`config.mk`:
```
export PLATFORM = sky130hd
export DESIGN_NAME = sdram_pattern_tester
export DESIGN_NICKNAME = d
export VERILOG_FILES = /design/src/rtl/sdram_pattern_tester.sv
export SDC_FILE = /design/constraint.sdc
export NUM_CORES = 1
export LEC_CHECK = 0
export CORE_MARGIN = 2
export CORE_UTILIZATION = 34
export CTS_BUF_LIST = sky130_fd_sc_hd__clkbuf_8
export DETAILED_ROUTE_END_ITERATION = 8
export GPL_ROUTABILITY_DRIVEN = 0
export HOLD_SLACK_MARGIN = 0.03
export PLACE_DENSITY = 0.56
export SLEW_MARGIN = 10
export SYNTH_ARGS = -nofsm -noshare
export SYNTH_HDL_FRONTEND = slang
export SYNTH_SLANG_ARGS = --single-unit
```
`constraint.sdc`:
```
create_clock -name sys_clk -period 6.55 [get_ports sys_clk]
set_input_delay 1.6375 -clock sys_clk [delete_from_list [all_inputs] [get_ports sys_clk]]
set_output_delay 1.6375 -clock sys_clk [all_outputs]
set_load 0.005 [all_outputs]
```
`src/rtl/sdram_pattern_tester.sv`:
```
// Built-in self-test sequencer on the SDRAM controller sys_ interface: write a pattern, read it back, report mismatches.
// Build option SDRAM_TESTER_LFSR_EN selects a 16-bit LFSR data pattern instead of the address-derived one.
module sdram_pattern_tester #(
    parameter int                ADDR_W     = 22,
    parameter int                DATA_W     = 16,
    parameter logic [ADDR_W-1:0] ADDR_FIRST = '0,
    parameter logic [ADDR_W-1:0] ADDR_LAST  = '1,
    parameter int                TIMEOUT    = 1023
) (
    input  logic              sys_clk,
    input  logic              sys_rst_n,
    input  logic              start,
    output logic              busy,
    output logic              done,
    output logic              pass,
    output logic              timeout_err,
    output logic [15:0]       err_count,
    output logic [ADDR_W-1:0] first_err_addr,
    output logic [DATA_W-1:0] first_err_data,
    output logic [ADDR_W-1:0] sys_addr,
    output logic [DATA_W-1:0] sys_data_to_sdram,
    output logic              sys_write_rq,
    output logic              sys_read_rq,
    input  logic              sys_write_done,
    input  logic [DATA_W-1:0] sys_data_from_sdram,
    input  logic              sys_data_from_sdram_valid,
    output logic [2:0]        fsm_state
);

    // Handshake: a request is a registered level raised on entering *_REQ and held until its
    // 1-cycle ack; an ack only counts in the *_REQ state whose request it answers.
    typedef enum logic [2:0] {
        IDLE   = 3'd0,
        WR_REQ = 3'd1,
        WR_GAP = 3'd2,
        RD_REQ = 3'd3,
        RD_GAP = 3'd4,
        FINISH = 3'd5
    } state_t;

    localparam logic [10:0] WAIT_LIMIT = 11'(TIMEOUT - 1);

    state_t            state, state_nxt;
    logic [ADDR_W-1:0] addr, addr_nxt;
    logic [10:0]       wait_cnt, wait_nxt;
    logic              gap_cnt, gap_nxt;
    logic              write_rq_nxt, read_rq_nxt;
    logic              busy_nxt, done_nxt, pass_nxt, timeout_nxt;
    logic [15:0]       err_count_nxt;
    logic [ADDR_W-1:0] first_addr_nxt;
    logic [DATA_W-1:0] first_data_nxt;
    logic [DATA_W-1:0] pattern;

`ifdef SDRAM_TESTER_LFSR_EN
    localparam logic [15:0] LFSR_SEED = 16'hACE1;

    logic [15:0] lfsr, lfsr_nxt;

    // Fibonacci LFSR, taps 16,14,13,11, shifting towards bit 0.
    function automatic logic [15:0] lfsr_step(input logic [15:0] v);
        return {v[0] ^ v[2] ^ v[3] ^ v[5], v[15:1]};
    endfunction

    assign pattern = lfsr;
`else
    assign pattern = addr[15:0] ^ {10'b0, addr[21:16]};
`endif

    assign sys_addr          = addr;
    assign sys_data_to_sdram = pattern;
    assign fsm_state         = state;

    always_comb begin
        state_nxt      = state;
        addr_nxt       = addr;
        wait_nxt       = wait_cnt;
        gap_nxt        = gap_cnt;
        write_rq_nxt   = sys_write_rq;
        read_rq_nxt    = sys_read_rq;
        busy_nxt       = busy;
        done_nxt       = done;
        pass_nxt       = pass;
        timeout_nxt    = timeout_err;
        err_count_nxt  = err_count;
        first_addr_nxt = first_err_addr;
        first_data_nxt = first_err_data;
`ifdef SDRAM_TESTER_LFSR_EN
        lfsr_nxt       = lfsr;
`endif

        case (state)
            IDLE: begin
                if (start) begin
                    err_count_nxt  = '0;
                    first_addr_nxt = '0;
                    first_data_nxt = '0;
                    timeout_nxt    = 1'b0;
                    done_nxt       = 1'b0;
                    pass_nxt       = 1'b0;
                    busy_nxt       = 1'b1;
                    addr_nxt       = ADDR_FIRST;
                    wait_nxt       = '0;
                    write_rq_nxt   = 1'b1;
                    state_nxt      = WR_REQ;
`ifdef SDRAM_TESTER_LFSR_EN
                    lfsr_nxt       = LFSR_SEED;
`endif
                end
            end

            WR_REQ: begin
                if (sys_write_done) begin
                    write_rq_nxt = 1'b0;
                    gap_nxt      = 1'b0;
                    state_nxt    = WR_GAP;
                end else if (wait_cnt == WAIT_LIMIT) begin
                    write_rq_nxt = 1'b0;
                    timeout_nxt  = 1'b1;
                    state_nxt    = FINISH;
                end else begin
                    wait_nxt = wait_cnt + 11'd1;
                end
            end

            // Two idle cycles let the controller settle back to its own IDLE.
            WR_GAP: begin
                if (!gap_cnt) begin
                    gap_nxt = 1'b1;
                end else if (addr == ADDR_LAST) begin
                    addr_nxt    = ADDR_FIRST;
                    wait_nxt    = '0;
                    read_rq_nxt = 1'b1;
                    state_nxt   = RD_REQ;
`ifdef SDRAM_TESTER_LFSR_EN
                    lfsr_nxt    = LFSR_SEED;
`endif
                end else begin
                    addr_nxt     = addr + ADDR_W'(1);
                    wait_nxt     = '0;
                    write_rq_nxt = 1'b1;
                    state_nxt    = WR_REQ;
`ifdef SDRAM_TESTER_LFSR_EN
                    lfsr_nxt     = lfsr_step(lfsr);
`endif
                end
            end

            RD_REQ: begin
                if (sys_data_from_sdram_valid) begin
                    read_rq_nxt = 1'b0;
                    gap_nxt     = 1'b0;
                    state_nxt   = RD_GAP;
                    if (sys_data_from_sdram != pattern) begin
                        if (err_count != 16'hFFFF) begin
                            err_count_nxt = err_count + 16'd1;
                        end
                        // err_count never returns to zero, so zero marks the first mismatch.
                        if (err_count == 16'd0) begin
                            first_addr_nxt = addr;
                            first_data_nxt = sys_data_from_sdram;
                        end
                    end
                end else if (wait_cnt == WAIT_LIMIT) begin
                    read_rq_nxt = 1'b0;
                    timeout_nxt = 1'b1;
                    state_nxt   = FINISH;
                end else begin
                    wait_nxt = wait_cnt + 11'd1;
                end
            end

            RD_GAP: begin
                if (!gap_cnt) begin
                    gap_nxt = 1'b1;
                end else if (addr == ADDR_LAST) begin
                    state_nxt = FINISH;
                end else begin
                    addr_nxt    = addr + ADDR_W'(1);
                    wait_nxt    = '0;
                    read_rq_nxt = 1'b1;
                    state_nxt   = RD_REQ;
`ifdef SDRAM_TESTER_LFSR_EN
                    lfsr_nxt    = lfsr_step(lfsr);
`endif
                end
            end

            FINISH: begin
                done_nxt  = 1'b1;
                busy_nxt  = 1'b0;
                pass_nxt  = (err_count == 16'd0) && !timeout_err;
                state_nxt = IDLE;
            end

            default: begin
                write_rq_nxt = 1'b0;
                read_rq_nxt  = 1'b0;
                state_nxt    = IDLE;
            end
        endcase
    end

    always_ff @(posedge sys_clk or negedge sys_rst_n) begin
        if (!sys_rst_n) begin
            state          <= IDLE;
            addr           <= ADDR_FIRST;
            wait_cnt       <= '0;
            gap_cnt        <= 1'b0;
            sys_write_rq   <= 1'b0;
            sys_read_rq    <= 1'b0;
            busy           <= 1'b0;
            done           <= 1'b0;
            pass           <= 1'b0;
            timeout_err    <= 1'b0;
            err_count      <= '0;
            first_err_addr <= '0;
            first_err_data <= '0;
`ifdef SDRAM_TESTER_LFSR_EN
            lfsr           <= '0;
`endif
        end else begin
            state          <= state_nxt;
            addr           <= addr_nxt;
            wait_cnt       <= wait_nxt;
            gap_cnt        <= gap_nxt;
            sys_write_rq   <= write_rq_nxt;
            sys_read_rq    <= read_rq_nxt;
            busy           <= busy_nxt;
            done           <= done_nxt;
            pass           <= pass_nxt;
            timeout_err    <= timeout_nxt;
            err_count      <= err_count_nxt;
            first_err_addr <= first_addr_nxt;
            first_err_data <= first_data_nxt;
`ifdef SDRAM_TESTER_LFSR_EN
            lfsr           <= lfsr_nxt;
`endif
        end
    end

endmodule

```
==> metrics.md, run 1 <==
| Metric | Value |
|---|---|
| Die Ht | `between 100 and 150 µm` |
| Status | `finished clean` |
| CTS Buffer Depth | `2` |
| Max H-tree Level | `3` |
| Max-cap check violation count | `0` |
| CTS tree | `built` |
| # IOs | `122` |
| Largest net degree at the start of global routing | `77` |
| Finished Layout Cells | `920` |
| Worst setup SP type | `input port` |
| Synthesized area | `5640 µm²` |
| Relative slew slack | `26.9%` |
| Core Area | `16400 µm²` |
| Post-CTS Setup Bufs | `0` |
| Critical path type | `input port to flop` |
| Final hold violation count | `0` |
| Req. time, crit path | `6.83 ns` |
| Placed Area | `6830 µm²` |
| Finished Core Util | `42.9%` |
| Hold path start | `first_err_addr[1]` |
| Clk slew on worst S/H paths | `about 0.090 ns` |
| Sinks on Clock Net | `a little under 100` |
| Leakage | `2.86 nW` |
| Max Freq | `around 260 MHz` |
| # placed instances | `904` |
| Critical path capture point type | `flop` |
| Initial Util | `between 30 and 40%` |
| Synth Warn # | `0` |
| Die area | `17600 µm²` |
| Routed len/inst | `17.5 µm` |
| Later-pin clock latency in the skew report | `between 0.3 and 0.4 ns` |
| Root buffer cell | `clkbuf_8` |
| Post-DP HPWL | `11600 µm` |
| First-pass GRT wire length | `25900 µm` |
| Worst setup path start | `sys_data_from_sdram[12]` |
| Post-synth EDFFs | `0` |
| Crit-path max FO | `76` |
| Initial antenna violation count | `0` |
| Crit path DAT | `between 4 and 5 ns` |
| Post-synthesis cell type count | `59` |
| # DRC | `0` |
| Synth Instances | `between 600 and 700` |
| Post-synthesis sequential area ratio | `43.1%` |
| Vias | `4780` |
| Post-layout min period | `around 4 ns` |
| Top-area cell type share of the netlist area | `43.1%` |
| Routed WL | `around 16000 µm` |
| Syn nets | `634` |
| Storage element area | `2430 µm²` |
| Pre-CTS setup slack | `approximately 2.2 ns` |
| DR iter-0 viols | `505` |
| Design Power | `1.94 mW` |
| Die X | `about 130 µm` |
| Setup TNS | `0 ns` |
| Post-synth top cells | `dfrtp_1, nand2_1, nor2_1` |
| Row Count | `47` |
| First-pass DRT Iterations | `5` |
| Final setup viols | `0` |
| Vias in the first global route | `approximately 4700` |
| Final worst-path cycle share | `between 50% and 60%` |
| Clk_skew | `approximately 0.0065 ns` |
| TritonCTS Buffers | `9` |
| Share of cells above drive strength 1 | `13.6%` |
| Top cells by area, synth | `dfrtp_1, o21ai_2, xor2_1, nand2_1, o31ai_1` |
| Final instance area | `7030 µm²` |
| Filler instances | `1606` |
| Ys async rst share | `100%` |
| Vias per cell | `5.20` |
| Multi-input gate area | `around 2900 µm²` |
| Final Net Count | `slightly above 700` |
| Slew Viols, Final | `0` |
| Largest area contributor in the netlist | `dfrtp_1` |
| Worst vdd ir | `0.130 mV` |
| Yosys reg bits | `97` |
| Antenna diodes | `0` |
| Mean Syn Cell Area | `9.27 µm²` |
| Final worst slack | `between 2 and 3 ns` |
| Main synth FF type | `dfrtp_1` |
| Final antenna-violating net count | `0` |
| Congestion Overflow GR | `0` |
| RR Startpoint | `fsm_state[1]` |
| Worst slew pin tran | `between 1 and 1.5 ns` |
| Post-cts resize count | `0` |
| Pwr Density | `277 nW/µm²` |
| Area grow syn2layout | `24.7%` |
| RSZ-0062 raised after global routing | `no` |
| Worst Hold Class | `flop to flop` |
| GR Util All Layers | `18.6%` |
| Final hold slack | `about 0.49 ns` |
| # port buffers | `121` |
| Count leader, synth | `dfrtp_1` |
| Hold buffers post-CTS | `0` |
-- cell type report --
class | count | area share (%)
clock buffers | 10 | 1.96
flip-flops and latches | 97 | 34.5
clock inverters | 6 | 0.819
well taps | 220 | 3.92
inverters | 11 | 0.587
repair buffers | 125 | 17.6
multi-input cells | 451 | 40.6
-- registers in the layout (all words and copies together) (netlist names), 3 cells and up --
name            cells
first_err_addr     22
sys_addr           22
err_count          16
first_err_data     16
wait_cnt           11
fsm_state           3
-- power breakdown --
| group | switching, mW | leakage [nW] | internal, mW | total (mW) |
|---|---|---|---|---|
| combinational | 0.436 | 1.42 | 0.300 | 0.736 |
| clock | 0.215 | 0.102 | 0.184 | 0.400 |
| sequential | 0.131 | 1.33 | 0.678 | 0.809 |
-- kinds of logic (layout without fill, tap and decap cells) --
group           after synthesis  count (layout)  synth area share, %
compound gates              138             138                 17.7
xor+xnor                     39              39                 6.93
fa+ha+maj                     5               5                 1.11
buf+inv                      60             152                 6.46
flops                        97              97                 43.1
mux                           4               4                0.710
simple gates                265             265                 24.1
-- placed cells by master (no fill, tap or decap), types with 16 or more instances in the layout --
cell type	Yosys	final
a21oi_1	16	16
o21ai_0	25	25
dfrtp_1	97	97
nand3_1	27	27
nor2_1	45	44
nand4_1	18	18
o21ai_2	36	36
clkdlybuf4s50_1	0	120
o31ai_1	25	24
nand2_2	28	28
nand2_1	73	73
xor2_1	32	32
-- worst max-delay path: stages --
cell	delay (ns)
clkdlybuf4s50_1	0.45
xnor2_1	0.24
nand3_1	0.12
or4_4	0.47
o21ai_4	0.13
buf_4	0.82
nand2_1	0.13
o31ai_1	0.11
-- path summary, 6_finish.rpt --
path | endpoint | slack [ns] | depth (start not counted)
min | first_err_addr[1] | 0.49 | 2
min reg2reg | first_err_addr[1] | 0.49 | 2
max | first_err_data[4] | 2.66 | 8
max reg2reg | err_count[1] | 3.31 | 7
min in group asynchronous | first_err_data[12] | 1.17 | 1
max in group asynchronous | timeout_err | 4.16 | 2
-- per-layer routing --
| layer | GRT usage [%] | vias up | part of all wire, % |
|---|---|---|---|
| li1 | - | 2330 | - |
| met1 | 25.3 | 2312 | 45 |
| met2 | 29.9 | 117 | 48 |
| met3 | 3.18 | 21 | 4.1 |
| met4 | 6.81 | 0 | 2.3 |
| met5 | 0 | - | 0 |
(Power assumes the default switching activity.)
==> run 2, diff against run 1 <==
==> constraint.sdc (replaced) <==
create_clock -name sys_clk -period 4 [get_ports sys_clk]
set_input_delay 1 -clock sys_clk [delete_from_list [all_inputs] [get_ports sys_clk]]
set_output_delay 1 -clock sys_clk [all_outputs]
set_load 0.005 [all_outputs]
==> run 2 against run 1 <==
Hold slack lost 0.0043 ns. Clock power is 62% higher. Via count increased by 0.71%. Largest cell class unchanged. Power rose by 65%. Sequential power rose by 61%.
==> metrics.md, run 2 (synthesized netlist as in run 1, its figures left out) <==
| Metric | Value |
|---|---|
| RR Startpoint | `fsm_state[2]` |
| Commonest non-fill, non-tap cells in the layout | `clkdlybuf4s50_1, dfrtp_1, nand2_1` |
| Final antenna-violating net count | `0` |
| # port buffers | `121` |
| Vias | `roughly 4800` |
| Row Count | `47` |
| Final Net Count | `approximately 730` |
| Congestion Overflow GR | `0` |
| Die Ht | `approximately 130 µm` |
| Core Area | `~16000 µm²` |
| Routed len/inst | `17.4 µm` |
| Post-layout min period | `3.11 ns` |
| Status | `finished clean` |
| CTS tree | `built` |
| Max Freq | `322 MHz` |
| Worst vdd ir | `about 0.23 mV` |
| Die area | `17600 µm²` |
| Final worst slack | `about 0.9 ns` |
| CP Cell Sequence | `nor2b_1 > nand2_1 > o31ai_2 > o31ai_1 > o31ai_1` |
| Max-cap check violation count | `0` |
| Most common cell after layout, fill and taps aside | `clkdlybuf4s50_1` |
| Post-CTS Setup Bufs | `0` |
| Final setup viols | `0` |
| Largest net degree at the start of global routing | `77` |
| Relative slew slack | `30.1%` |
| CTS Buffer Depth | `2` |
| TritonCTS Buffers | `9` |
| # DRC | `0` |
| Hold path start | `wait_cnt[9]` |
| Hold Path Depth | `1` |
| Die X | `133 µm` |
| Design Power | `3.20 mW` |
| Initial antenna violation count | `0` |
| Max H-tree Level | `3` |
| Reg2reg path depth | `5` |
| Hold buffers post-CTS | `0` |
| Clk_skew | `0.00905 ns` |
| Worst path depth | `5` |
| # IOs | `122` |
| Pwr Density | `452 nW/µm²` |
| RSZ-0062 raised after global routing | `no` |
| Final hold violation count | `0` |
| Post-DP HPWL | `11600 µm` |
| Leakage | `2.90 nW` |
| Clk slew on worst S/H paths | `0.10 ns` |
| Crit-path max FO | `24` |
| Req. time, crit path | `between 4 and 5 ns` |
| Worst setup path start | `fsm_state[2]` |
| Slew Viols, Final | `0` |
| Setup TNS | `0 ns` |
| Critical path type | `flop to flop` |
| DR iter-0 viols | `434` |
| Routed WL | `16100 µm` |
| Critical path buffers and inverters | `0` |
| Initial Util | `approximately a third` |
| Final worst-path cycle share | `77.7%` |
| Worst path max stage delay | `1.02 ns` |
| Sinks on Clock Net | `97` |
| Root buffer cell | `clkbuf_8` |
| Slowest CP cell | `o31ai_2` |
| Final hold slack | `0.483 ns` |
| Later-pin clock latency in the skew report | `0.38 ns` |
| First-pass DRT Iterations | `5` |
| Vias in the first global route | `4730` |
| GR Util All Layers | `between 10% and 20%` |
| Crit path DAT | `3.39 ns` |
| Pre-CTS setup slack | `between 0.6 and 0.7 ns` |
| Post-cts resize count | `0` |
| Most frequent CP cell | `o31ai_1` |
| Critical path capture point type | `flop` |
| Worst path top cell family by delay | `compound AO/OA/AOI/OAI gates` |
| Share of cells above drive strength 1 | `13.6%` |
| Worst setup SP type | `flop` |
| Vias per cell | `5.20` |
| First-pass GRT wire length | `26000 µm` |
| Antenna diodes | `0` |
| Worst Hold Class | `flop to flop` |
| Area grow syn2layout | `25.7%` |
| Worst slew pin tran | `about 1.0 ns` |
==> run 2: area by class of cell <==
cell class / count / area [µm²]
well taps: 220 / 275
clock inverters: 6 / 51.3
inverters: 11 / 41.3
fillers: 1587 / 9320
repair buffers: 130 / 1300
multi-input cells: 451 / 2850
clock buffers: 10 / 138
flip-flops and latches: 97 / 2430
==> run 2: layer usage <==
metal	wire [µm]	up-vias	global-route usage, %
li1	-	2336	-
met1	7270	2351	25.1
met2	7990	106	30.2
met3	471	21	2.72
met4	399	0	8.78
met5	0	-	0
==> run 2: through the flow <==
stage | util (%) | instance area [µm²] | std cells
global route | 43.2 | 7080 | 925
detailed placement | 42.0 | 6900 | 909
floorplan | - | 5640 | 608
CTS | 43.2 | 7080 | 925
global placement | 42.0 | 6900 | 909
finish | 43.2 | 7080 | 925
==> run 2: worst paths after layout <==
| check | end | slack (ns) |
|---|---|---|
| max | err_count[4] | 0.89 |
| min | wait_cnt[9] | 0.48 |
| max reg2reg | err_count[4] | 0.89 |
| min reg2reg | wait_cnt[9] | 0.48 |
| max in group asynchronous | sys_addr[10] | 2.63 |
| min in group asynchronous | first_err_addr[9] | 0.72 |
==> run 2: where the power goes <==
part / internal [mW] / switching [mW]
Sequential: 1.11 / 0.190
Clock: 0.298 / 0.350
Combinational: 0.517 / 0.737
==> run 3, diff against run 2 <==
==> constraint.sdc (replaced) <==
create_clock -name sys_clk -period 3.2 [get_ports sys_clk]
set_input_delay 0.8 -clock sys_clk [delete_from_list [all_inputs] [get_ports sys_clk]]
set_output_delay 0.8 -clock sys_clk [all_outputs]
set_load 0.005 [all_outputs]
==> run 3 against run 2 <==
Flip-flop and latch count unchanged. Global-route usage up 0.29 points. Sequential power up 22%. Critical endpoint is now err_count[5]. Highest routed layer unchanged.
==> metrics.md, run 3 (synthesized netlist as in run 1, its figures left out) <==
| Metric | Value |
|---|---|
| Status | `finished clean` |
| Worst path max stage delay | `about 0.48 ns` |
| Final worst slack | `0.447 ns` |
| Critical path capture point type | `flop` |
| Clk slew on worst S/H paths | `~0.1 ns` |
| Finished Layout Cells | `948` |
| Worst Hold Class | `input port to asynchronous set/reset pin` |
| Max H-tree Level | `3` |
| Routed len/inst | `17.4 µm` |
| Crit-path max FO | `14` |
| Max-cap check violation count | `0` |
| Relative slew slack | `42.0%` |
| Sinks on Clock Net | `between 90 and 100` |
| Worst slew pin tran | `a little under 0.9 ns` |
| Post-DP HPWL | `about 12000 µm` |
| Clk_skew | `a little over 0.01 ns` |
| Top Usage Layer GRT | `met2` |
| Slew Viols, Final | `0` |
| Vias | `4909` |
| Post-cts resize count | `0` |
| Final worst-path cycle share | `86.0%` |
| # port buffers | `121` |
| First-pass GRT wire length | `26600 µm` |
| Largest net degree at the start of global routing | `57` |
| Post-layout min period | `2.75 ns` |
| GR Util All Layers | `19.1%` |
| Slowest CP cell | `clkdlybuf4s50_1` |
| Initial Util | `34.4%` |
| CTS Buffer Depth | `2` |
| DR iter-0 viols | `407` |
| Req. time, crit path | `~3.5 ns` |
| Later-pin clock latency in the skew report | `~0.38 ns` |
| R2R setup slack | `approximately 0.60 ns` |
| Hold buffers post-CTS | `0` |
| GRT met1 Usage | `between 20% and 30%` |
| Routed WL | `16500 µm` |
| Final setup viols | `0` |
| CTS tree | `built` |
| Final hold violation count | `0` |
| # IOs | `122` |
| Final antenna-violating net count | `0` |
| GR Util met2 | `30.1%` |
| Core Area | `16400 µm²` |
| Commonest non-fill, non-tap cells in the layout | `clkdlybuf4s50_1, dfrtp_1, nand2_1` |
| First-pass DRT Iterations | `5` |
| Final Net Count | `749` |
| Met3 GRT Util | `about 3.0%` |
| Crit path DAT | `about 3.0 ns` |
| Pre-CTS setup slack | `-0.00113 ns` |
| Row Count | `between 40 and 50` |
| Root buffer cell | `clkbuf_8` |
| CP Cell Sequence | `clkdlybuf4s50_1 > or3b_1 > a21oi_1 > o21a_1 > nand3_2 > o41ai_1` |
| Congestion Overflow GR | `0` |
| TritonCTS Buffers | `9` |
| Area grow syn2layout | `29.8%` |
| Final hold slack | `0.400 ns` |
| # placed instances | `just over 900` |
| Share of cells above drive strength 1 | `between 10% and 20%` |
| Vias in the first global route | `around 4800` |
| Die X | `133 µm` |
| Antenna diodes | `0` |
| Post-CTS Setup Bufs | `0` |
| Most common cell after layout, fill and taps aside | `clkdlybuf4s50_1` |
| Worst setup SP type | `input port` |
| # DRC | `0` |
| RSZ-0062 raised after global routing | `no` |
| Initial antenna violation count | `0` |
| Pwr Density | `586 nW/µm²` |
| Leakage | `around 3 nW` |
| Die Ht | `133 µm` |
| Vias per cell | `5.18` |
| Max Freq | `363 MHz` |
| Worst vdd ir | `0.232 mV` |
| Critical path type | `input port to flop` |
| Die area | `between 15000 and 20000 µm²` |
-- run 3: changes by cell type in the layout (fill, tap and decap cells not counted) --
cell       previous run  this run
o31ai_1              24        25
clkbuf_8             10        12
clkinv_4              0         1
inv_1                14        11
clkinv_2              2         1
buf_12                2         3
buf_4                 8        30
bufinv_16             1         2
o31ai_2               1         0
-- run 3: final timing paths --
path / start / end / depth (start not counted)
worst min register to register: first_err_data[4] / first_err_data[4] / 2
min in group sys_clk: first_err_data[4] / first_err_data[4] / 2
worst min-delay path: sys_rst_n / first_err_data[15] / 1
worst max register to register: err_count[0] / err_count[1] / 7
worst max-delay path: start / err_count[5] / 6
max in group asynchronous: sys_rst_n / wait_cnt[7] / 2
-- run 3: layout make-up --
type / count / area (µm²)
clock buffer: 12 / 165
tap: 220 / 275
clock inverter: 4 / 73.8
inverter: 11 / 41.3
multi-input combinational: 451 / 2850
sequential: 97 / 2430
fill: 1570 / 9090
timing repair buffer: 153 / 1490
-- run 3: report_power, final --
group	internal [mW]	leakage (nW)	switching, mW
sequential	1.39	1.33	0.192
combinational	0.743	1.58	1.01
clock	0.505	0.123	0.449
total	2.64	3.04	1.65
-- run 3: metal layers --
layer | up-vias | wire (µm)
met5 | - | 0
met2 | 130 | 7720
li1 | 2376 | -
met3 | 28 | 649
met1 | 2375 | 7730
met4 | 0 | 382
-- run 3: critical path, delay by kind of cell --
kind | cells | cell delay [ns]
simple gates | 2 | 0.71
buf+inv | 1 | 0.48
compound gates | 3 | 1.03
-- run 3: stage by stage --
stage	TNS, ns	total power, mW	util (%)	instance area (µm²)
6_report	0	4.29	44.6	7310
5_1_grt	0	4.57	44.6	7310
4_1_cts	0	4.31	44.6	7310
3_5_place_dp	-0.00113	3.35	43.1	7080
3_3_place_gp	0	3.33	43.1	7080
2_1_floorplan	0	2.71	-	5640
